===== src/rtl/lfu_repl_ctrl.sv =====
// LFU replacement controller: per-entry valid + saturating frequency counters,
// fills invalid entries first, then evicts the least frequently used entry.
module lfu_repl_entry #(
  parameter int CNT_W = 2
) (
  input  logic             clk,
  input  logic             rst_n,
  input  logic             fill,
  input  logic             hit,
  input  logic             age,
  output logic             valid,
  output logic [CNT_W-1:0] cnt
);
  localparam logic [CNT_W-1:0] CNT_MAX = {CNT_W{1'b1}};
  localparam logic [CNT_W-1:0] CNT_RST = (CNT_MAX >> 1) + 1'b1;

  always_ff @(posedge clk) begin
    if (!rst_n) begin
      valid <= 1'b0;
      cnt   <= '0;
    end else if (fill) begin
      valid <= 1'b1;
      cnt   <= {{(CNT_W-1){1'b0}}, 1'b1};
    end else if (age) begin
      // the saturating entry restarts just above the halved population
      if (hit)        cnt <= CNT_RST;
      else if (valid) cnt <= cnt >> 1;
    end else if (hit) begin
      cnt <= cnt + 1'b1;
    end
  end
endmodule

module lfu_repl_ctrl #(
  parameter int NUM_ENTRY = 4,
  parameter int CNT_W     = 2,
  parameter int IDX_W     = $clog2(NUM_ENTRY)
) (
  input  logic             clk,
  input  logic             rst_n,
  input  logic             new_buf_req,
  input  logic             ref_vld,
  input  logic [IDX_W-1:0] ref_buf_numbr,
  output logic [IDX_W-1:0] buf_num_replc,
  output logic             repl_vld,
  output logic             age_evt
);
  localparam logic [CNT_W-1:0] CNT_MAX = {CNT_W{1'b1}};

  logic [NUM_ENTRY-1:0]            valid;
  logic [NUM_ENTRY-1:0][CNT_W-1:0] cnt;
  logic [NUM_ENTRY-1:0]            hit;
  logic [NUM_ENTRY-1:0]            fill;
  logic [NUM_ENTRY-1:0]            at_max;
  logic [IDX_W-1:0]                victim;
  logic                            age;

  // per-entry decode; an out-of-range index matches no entry and is dropped
  always_comb begin
    for (int i = 0; i < NUM_ENTRY; i++) begin
      hit[i]    = ref_vld && !new_buf_req && valid[i] && (ref_buf_numbr == IDX_W'(i));
      fill[i]   = new_buf_req && (victim == IDX_W'(i));
      at_max[i] = (cnt[i] == CNT_MAX);
    end
  end

  assign age = |(hit & at_max);

  always_comb begin
    logic             found_inv;
    logic [CNT_W-1:0] min_cnt;
    found_inv = 1'b0;
    victim    = '0;
    min_cnt   = CNT_MAX;
    for (int i = NUM_ENTRY-1; i >= 0; i--) begin
      if (!valid[i]) begin
        found_inv = 1'b1;
        victim    = IDX_W'(i);
      end
    end
    if (!found_inv) begin
      victim  = '0;
      min_cnt = cnt[0];
      for (int i = 1; i < NUM_ENTRY; i++) begin
        if (cnt[i] < min_cnt) begin
          min_cnt = cnt[i];
          victim  = IDX_W'(i);
        end
      end
    end
  end

  for (genvar g = 0; g < NUM_ENTRY; g++) begin : g_ent
    lfu_repl_entry #(.CNT_W(CNT_W)) u_ent (
      .clk   (clk),
      .rst_n (rst_n),
      .fill  (fill[g]),
      .hit   (hit[g]),
      .age   (age),
      .valid (valid[g]),
      .cnt   (cnt[g])
    );
  end

  always_ff @(posedge clk) begin
    if (!rst_n) begin
      buf_num_replc <= '0;
      repl_vld      <= 1'b0;
      age_evt       <= 1'b0;
    end else begin
      repl_vld <= new_buf_req;
      age_evt  <= age;
      if (new_buf_req) buf_num_replc <= victim;
    end
  end
endmodule


===== config.mk =====
export PLATFORM = sky130hd
export DESIGN_NAME = lfu_repl_ctrl
export DESIGN_NICKNAME = d
export VERILOG_FILES = /design/src/rtl/lfu_repl_ctrl.sv
export SDC_FILE = /design/constraint.sdc
export NUM_CORES = 1
export LEC_CHECK = 0
export BUFFER_PORTS_ARGS = -buffer_cell sky130_fd_sc_hd__buf_2
export CORE_AREA = 2 2 46 48
export CTS_CLUSTER_DIAMETER = 200
export DETAILED_ROUTE_END_ITERATION = 8
export DIE_AREA = 0 0 48 50
export GPL_TIMING_DRIVEN = 0
export PLACE_DENSITY = 0.76
export SLEW_MARGIN = 20
export SYNTH_ARGS = -nofsm -noshare
export SYNTH_HDL_FRONTEND = slang
export SYNTH_HIERARCHICAL = 1
export SYNTH_SLANG_ARGS = --single-unit

===== constraint.sdc =====
create_clock -name clk -period 5.7 [get_ports clk]
set_clock_uncertainty 0.15 [all_clocks]
set_input_delay 0.285 -clock clk [delete_from_list [all_inputs] [get_ports clk]]
set_output_delay 0.285 -clock clk [all_outputs]
set_load 0.1 [all_outputs]

==> results.toml, run 1 <==
[clocking]
path_clk_slew_ps = 100
htree_levels = 1
cts.sinks = 16
cts_tree = "done"
clockRootBuffer = "clkbuf_4"
numCtsBuffers = 3
post_cts_resize_count = 0
postCtsSetupRepairBufs = 0
clockBufferDepth = 2
worstSkewPairLatency_ps = 290
cts_hold_buf = 0

[die]
die_x_um = 48
design.die.area_sq_um = 2400
ios = 10
fp.dieH_um = 50
core_area_sq_um = 1902
rows = 16
initial_core_util = 0.5809

[layout]
final_cells = 167
n_antenna_cell = 0
fin_nets = 152
fillers = 173
area_growth_pct = 10.42
drive_gt1_frac = 0.1857

[logic_synthesis]
syn-cell-area_sq_um = 1105
ys_types = 39
synth_fp_nets = 138
postSynthAreaPerCell_sq_um = 8.699
synth_mux_area_frac = 0.009060
synthSimpleGateAreaFrac = 0.2865
synthesis.instances = 127
synth_edf_count = 0
yosysSeqAreaShare = 0.2899
ys.flop_type = "dfxtp_1"
ys_warn_count = 6
ys_seq_elements = 16
synthArstFlopShare = 0
synth_adder_area_share = 0.05663
synth-xor-area-share = 0
synth_compound_area_frac = 0.3239
synth_top_family_by_area = "compound AO/OA/AOI/OAI gates"

[power_and_ir_drop]
p_leak_nw = 0.4757
peakVddDrop_mv = 0.1796
power_per_cell_area_nw_per_um2 = 186.1

[timing]
period_share = 0.4616
hold_viol_final = 0
fmax_mhz = 380.1
max-slew-margin-rel = 0.5805
tns_ps = 0
slew_violations = 0
rsz0062_at_grt = "false"
setup_viol = 0
timing.final.crit_period_ps = 2631
worst_slew_pin_slew_ps = 624.5

[hold_path]
hp-class = "input port to flop"
hold_start = "new_buf_req"

[detailed_routing]
ant_nets = 0
drc_errors = 0
vias = 996
detailedRoute.firstIterationViolations = 27
vias_per_cell = 5.964
routedWlPerCell_um = 14.24
firstDrtPassIters = 4
drt-total-wl_mm = 2.378

[place]
port_buffers = 9
dp_hpwl_mm = 1.845
routabilityCongestion = 0.8136
placedCellCount = 163

[global_route]
grt_max_degree = 14
grt_pass1_wl_mm = 4.105
grt_use_total = 0.2353
grt_pass1_vias = 972
grt-ovfl-total = 0
grt_antenna_before_repair = 0

[critical_path]
reg2reg_from = "g_ent[1].u_ent/cnt[1]"
crit_type = "flop to flop"
crit_arrival_ps = 2650
critPathRequiredTime_ps = 5720
cp_max_fo = 6
cp-end-kind = "flop"
cp-startpoint = "g_ent[1].u_ent/cnt[1]"
critPathLaunchType = "flop"

[flow_run]
cap_violations = 0

[run_status]
status = "complete, no violations"
[stage by stage]
| stage | power [mW] | setup slack [ps] | hold slack [ps] | util | cell area, sq um |
|---|---|---|---|---|---|
| 4_1_cts | 0.2305 | 3045 | 129.6 | 0.6414 | 1220 |
| 3_5_place_dp | 0.1532 | 2974 | 306.9 | 0.6224 | 1184 |
| 6_report | 0.2270 | 3069 | 135.4 | 0.6414 | 1220 |
| 5_1_grt | 0.2377 | 2867 | 144.0 | 0.6414 | 1220 |
| 3_3_place_gp | 0.1525 | 3061 | 303.4 | 0.6224 | 1184 |
| 2_1_floorplan | 0.1444 | 3342 | 252.6 | - | 1105 |
[registers in the layout (all words and copies together) (netlist names)]
register and flops:
repl_vld 1, age_evt 1, buf_num_replc 2, g_ent.u_ent/valid 4, g_ent.u_ent/cnt 8
[final timing paths]
check / endpoint / cells after the start / slack (ps)
worst max-delay path: g_ent[2].u_ent/cnt[1] / 11 / 3070
worst min-delay path: repl_vld / 3 / 140
worst max register to register: g_ent[2].u_ent/cnt[1] / 11 / 3070
worst min register to register: buf_num_replc[1] / 2 / 320
[cell usage after synthesis, types with 4 or more instances]
library cell | number | area, sq um
o41a_1 | 4 | 45.04
nor3_1 | 5 | 25.02
nand2_1 | 11 | 41.29
a31oi_1 | 6 | 37.54
and2b_1 | 4 | 30.03
dfxtp_1 | 16 | 320.3
nor2b_1 | 8 | 50.05
o21a_1 | 9 | 67.56
nor3b_1 | 4 | 30.03
nor2_1 | 4 | 15.01
inv_1 | 9 | 33.78
o221ai_1 | 4 | 35.03
and3b_1 | 4 | 35.03
ha_1 | 5 | 62.56
[layout by cell type, fill, tap and decap left out, drive strengths merged]
master	instances
dfxtp	16
a21oi	5
ha	5
o211ai	1
o41a	4
a21o	1
o21ai	3
o221a	1
o221ai	4
a31oi	6
nor3	6
clkbuf	4
o2111ai	2
buf	9
nand2	11
and2	1
nand2b	3
a31o	1
and3b	4
nor2b	9
nor4	1
mux2i	1
nor3b	4
and2b	4
inv	10
or4	1
a21boi	1
or2	1
nor4b	1
a32oi	2
o21bai	1
nand3	1
nor2	4
o21a	9
a211oi	2
o31ai	1
[power breakdown]
group	switching, mW	total, mW	internal [mW]	leakage (nW)
combinational	0.0193	0.0312	0.0119	0.325
sequential	0.00420	0.120	0.115	0.130
clock	0.0373	0.0763	0.0389	0.0210
total	0.0608	0.227	0.166	0.476
[worst max-delay path: stages (launching register included)]
cell and delay (ps):
dfxtp_1 430, ha_1 230, ha_1 150, inv_1 40, ha_1 320, a21oi_1 160
a211oi_1 80, or4_4 530, nor3_2 210, nor2b_1 80, o221ai_1 70, a31oi_1 50
[metal layers]
layer | track usage | wire (um) | up-vias
met2 | 0.3689 | 1119 | 26
met4 | 0.08108 | 27 | 0
li1 | - | - | 511
met5 | 0 | 0 | -
met1 | 0.3147 | 1098 | 455
met3 | 0.04029 | 132 | 4
[logic make-up after synthesis]
family / count (synthesis)
AOI/OAI and AO/OA: 44
adders and majority gates: 5
buffers and inverters: 10
DFF: 16
muxes: 1
and+or+nand+nor: 51
[cell type report]
cell class	count	area [sq um]	area share
Clock buffer	4	36.28	0.02974
Inverter	10	37.54	0.03077
Timing Repair Buffer	9	45.04	0.03692
Sequential cell	16	320.3	0.2626
Tap cell	27	33.78	0.02769
Multi-Input combinational cell	101	747.0	0.6123
(Power assumes the default switching activity.)
==> run 2: changes to the inputs <==
- CORE_AREA: 2 2 46 48 -> 2 2 50 52
- DIE_AREA: 0 0 48 50 -> 0 0 52 54
- PLACE_DENSITY: 0.76 -> 0.67
- clock period: 5.7 -> 2.2 ns (I/O delays scaled with it)
==> results.toml, run 2 (synthesis gave the netlist of run 1 again) <==
[detailed_routing]
routedWlPerCell_um = 15.94
ant_nets = 0
drt-total-wl_mm = 2.917
vias = 1099
drc_errors = 0
vias_per_cell = 6.005
detailedRoute.firstIterationViolations = 21
firstDrtPassIters = 4

[global_route]
grt_antenna_before_repair = 0
grt_pass1_vias = 990
grt-ovfl-total = 0
grt_use_total = 0.2237
grt_max_degree = 14
grt_pass1_wl_mm = 4.547

[hold_path]
hp-class = "input port to flop"
hold_path_depth = 3

[place]
routabilityCongestion = 0.8247
dp_hpwl_mm = 1.900
port_buffers = 9

[clocking]
htree_levels = 1
cts_tree = "done"
path_clk_slew_ps = 110
clockRootBuffer = "clkbuf_4"
worstSkewPairLatency_ps = 300
numCtsBuffers = 3
clockBufferDepth = 2
cts.sinks = 16

[run_status]
violations = "setup timing"
status = "finished, violations left"

[layout]
drive_gt1_frac = 0.3595
n_antenna_cell = 0
top_register = "g_ent.u_ent/cnt"
fillers = 203
top_regs = "g_ent.u_ent/cnt (8), g_ent.u_ent/valid (4), buf_num_replc (2)"
area_growth_pct = 33.07
fin_nets = 165
multi_input_comb_area_sq_um = 885.9
mostFrequentLayoutCells = "dfxtp_1 (13), nand2_1 (11), o21a_1 (9), buf_4 (9), buf_2 (9)"
final_common_cell = "dfxtp_1"
largest_register_ffs = 8
seq_area_sq_um = 329.1

[timing]
worst_slack_ps = -150.6
period_share = 1.068
setup_viol = 11
slew_violations = 0
hold_viol_final = 0
rsz0062_at_grt = "true"
worst_hold_slack_ps = 22.03
fmax_mhz = 425.4
worst_slew_pin_slew_ps = 467.3
max-slew-margin-rel = 0.6857
timing.final.crit_period_ps = 2351

[die]
ios = 10
die_x_um = 52
core_area_sq_um = 2320
rows = 18
design.die.area_sq_um = 2808
fp.dieH_um = 54
initial_core_util = 0.4763

[flow_run]
cap_violations = 0

[critical_path]
cp-end-kind = "flop"
crit_type = "flop to flop"
rr_worst_depth = 11
crit_arrival_ps = 2380
critPathLaunchType = "flop"
cp_max_fo = 3
critPathRequiredTime_ps = 2230

[power_and_ir_drop]
clkPwrFrac = 0.338
power.share.switching = 0.2935
p_leak_nw = 0.5645
power_mw = 0.6155
p_int_mw = 0.4348
p_seq_frac = 0.501
peakVddDrop_mv = 0.3702
switching_power_mw = 0.1806
comb_power_share = 0.161
power_per_cell_area_nw_per_um2 = 418.7
run 2: changes by cell type in the layout (fill, tap and decap cells not counted), sizes merged:
cell,change
buf,+10
dlygate4sd3,+2
nand2,+1
run 2: timing repair:
item	CTS	global route
resized for setup	14	5
buffers inserted	7	3
endpoints found under the setup margin	11	12
pin swaps	6	1
cloned	0	1
hold buffers	2	0
endpoints found under the hold margin	3	0
run 2: worst max-delay path: stages, from the launching register on:
cell      delay [ps]
dfxtp_4          370
ha_4             170
ha_4             150
inv_2             60
ha_4             200
a21oi_2          130
a211oi_2          60
or4_4            590
nor3_4           150
nor2b_1           60
o221ai_1          70
a31oi_1           60
run 2: power by group through the flow:
| stage | Sequential (mW) | Combinational (mW) | Clock [mW] |
|---|---|---|---|
| 2_1_floorplan | 0.329 | 0.0453 | 0 |
| 3_3_place_gp | 0.315 | 0.0806 | 0 |
| 3_5_place_dp | 0.315 | 0.0823 | 0 |
| 4_1_cts | 0.308 | 0.0947 | 0.213 |
| 5_1_grt | 0.310 | 0.104 | 0.225 |
| 6_report | 0.308 | 0.0993 | 0.208 |
run 2: path summary, 6_finish.rpt:
check                           slack [ps]             startpoint                     to
worst min-delay path                    20            new_buf_req       buf_num_replc[0]
worst max register to register        -150  g_ent[0].u_ent/cnt[1]  g_ent[2].u_ent/cnt[1]
worst max-delay path                  -150  g_ent[0].u_ent/cnt[1]  g_ent[2].u_ent/cnt[1]
worst min register to register         320       buf_num_replc[1]       buf_num_replc[1]
run 2: cell type report:
type | instances | share of cell area
multi-input combinational | 102 | 0.6026
sequential | 16 | 0.2238
timing repair buffer | 21 | 0.09787
inverter | 10 | 0.02553
tap | 30 | 0.02553
clock buffer | 4 | 0.02468
run 2: per-layer routing:
| layer | up-vias | global-route usage | part of all wire |
|---|---|---|---|
| met4 | 0 | 0.06579 | 0.0051 |
| met1 | 521 | 0.2951 | 0.45 |
| met3 | 2 | 0.03333 | 0.062 |
| li1 | 533 | - | - |
| met5 | - | 0 | 0 |
| met2 | 43 | 0.3776 | 0.48 |
run 2: per-stage QoR:
step                      worst slack, ps  instances  instance area (sq um)  utilization  setup TNS (ps)
after floorplan                    -31.93        127                   1162            -          -60.93
after global placement             -349.3        166                   1245       0.5367           -1957
after detailed placement           -345.5        166                   1245       0.5367           -2052
after CTS                          -162.8        179                   1421       0.6127          -925.2
after global routing               -266.3        183                   1470       0.6338           -2135
final                              -150.6        183                   1470       0.6338           -1166
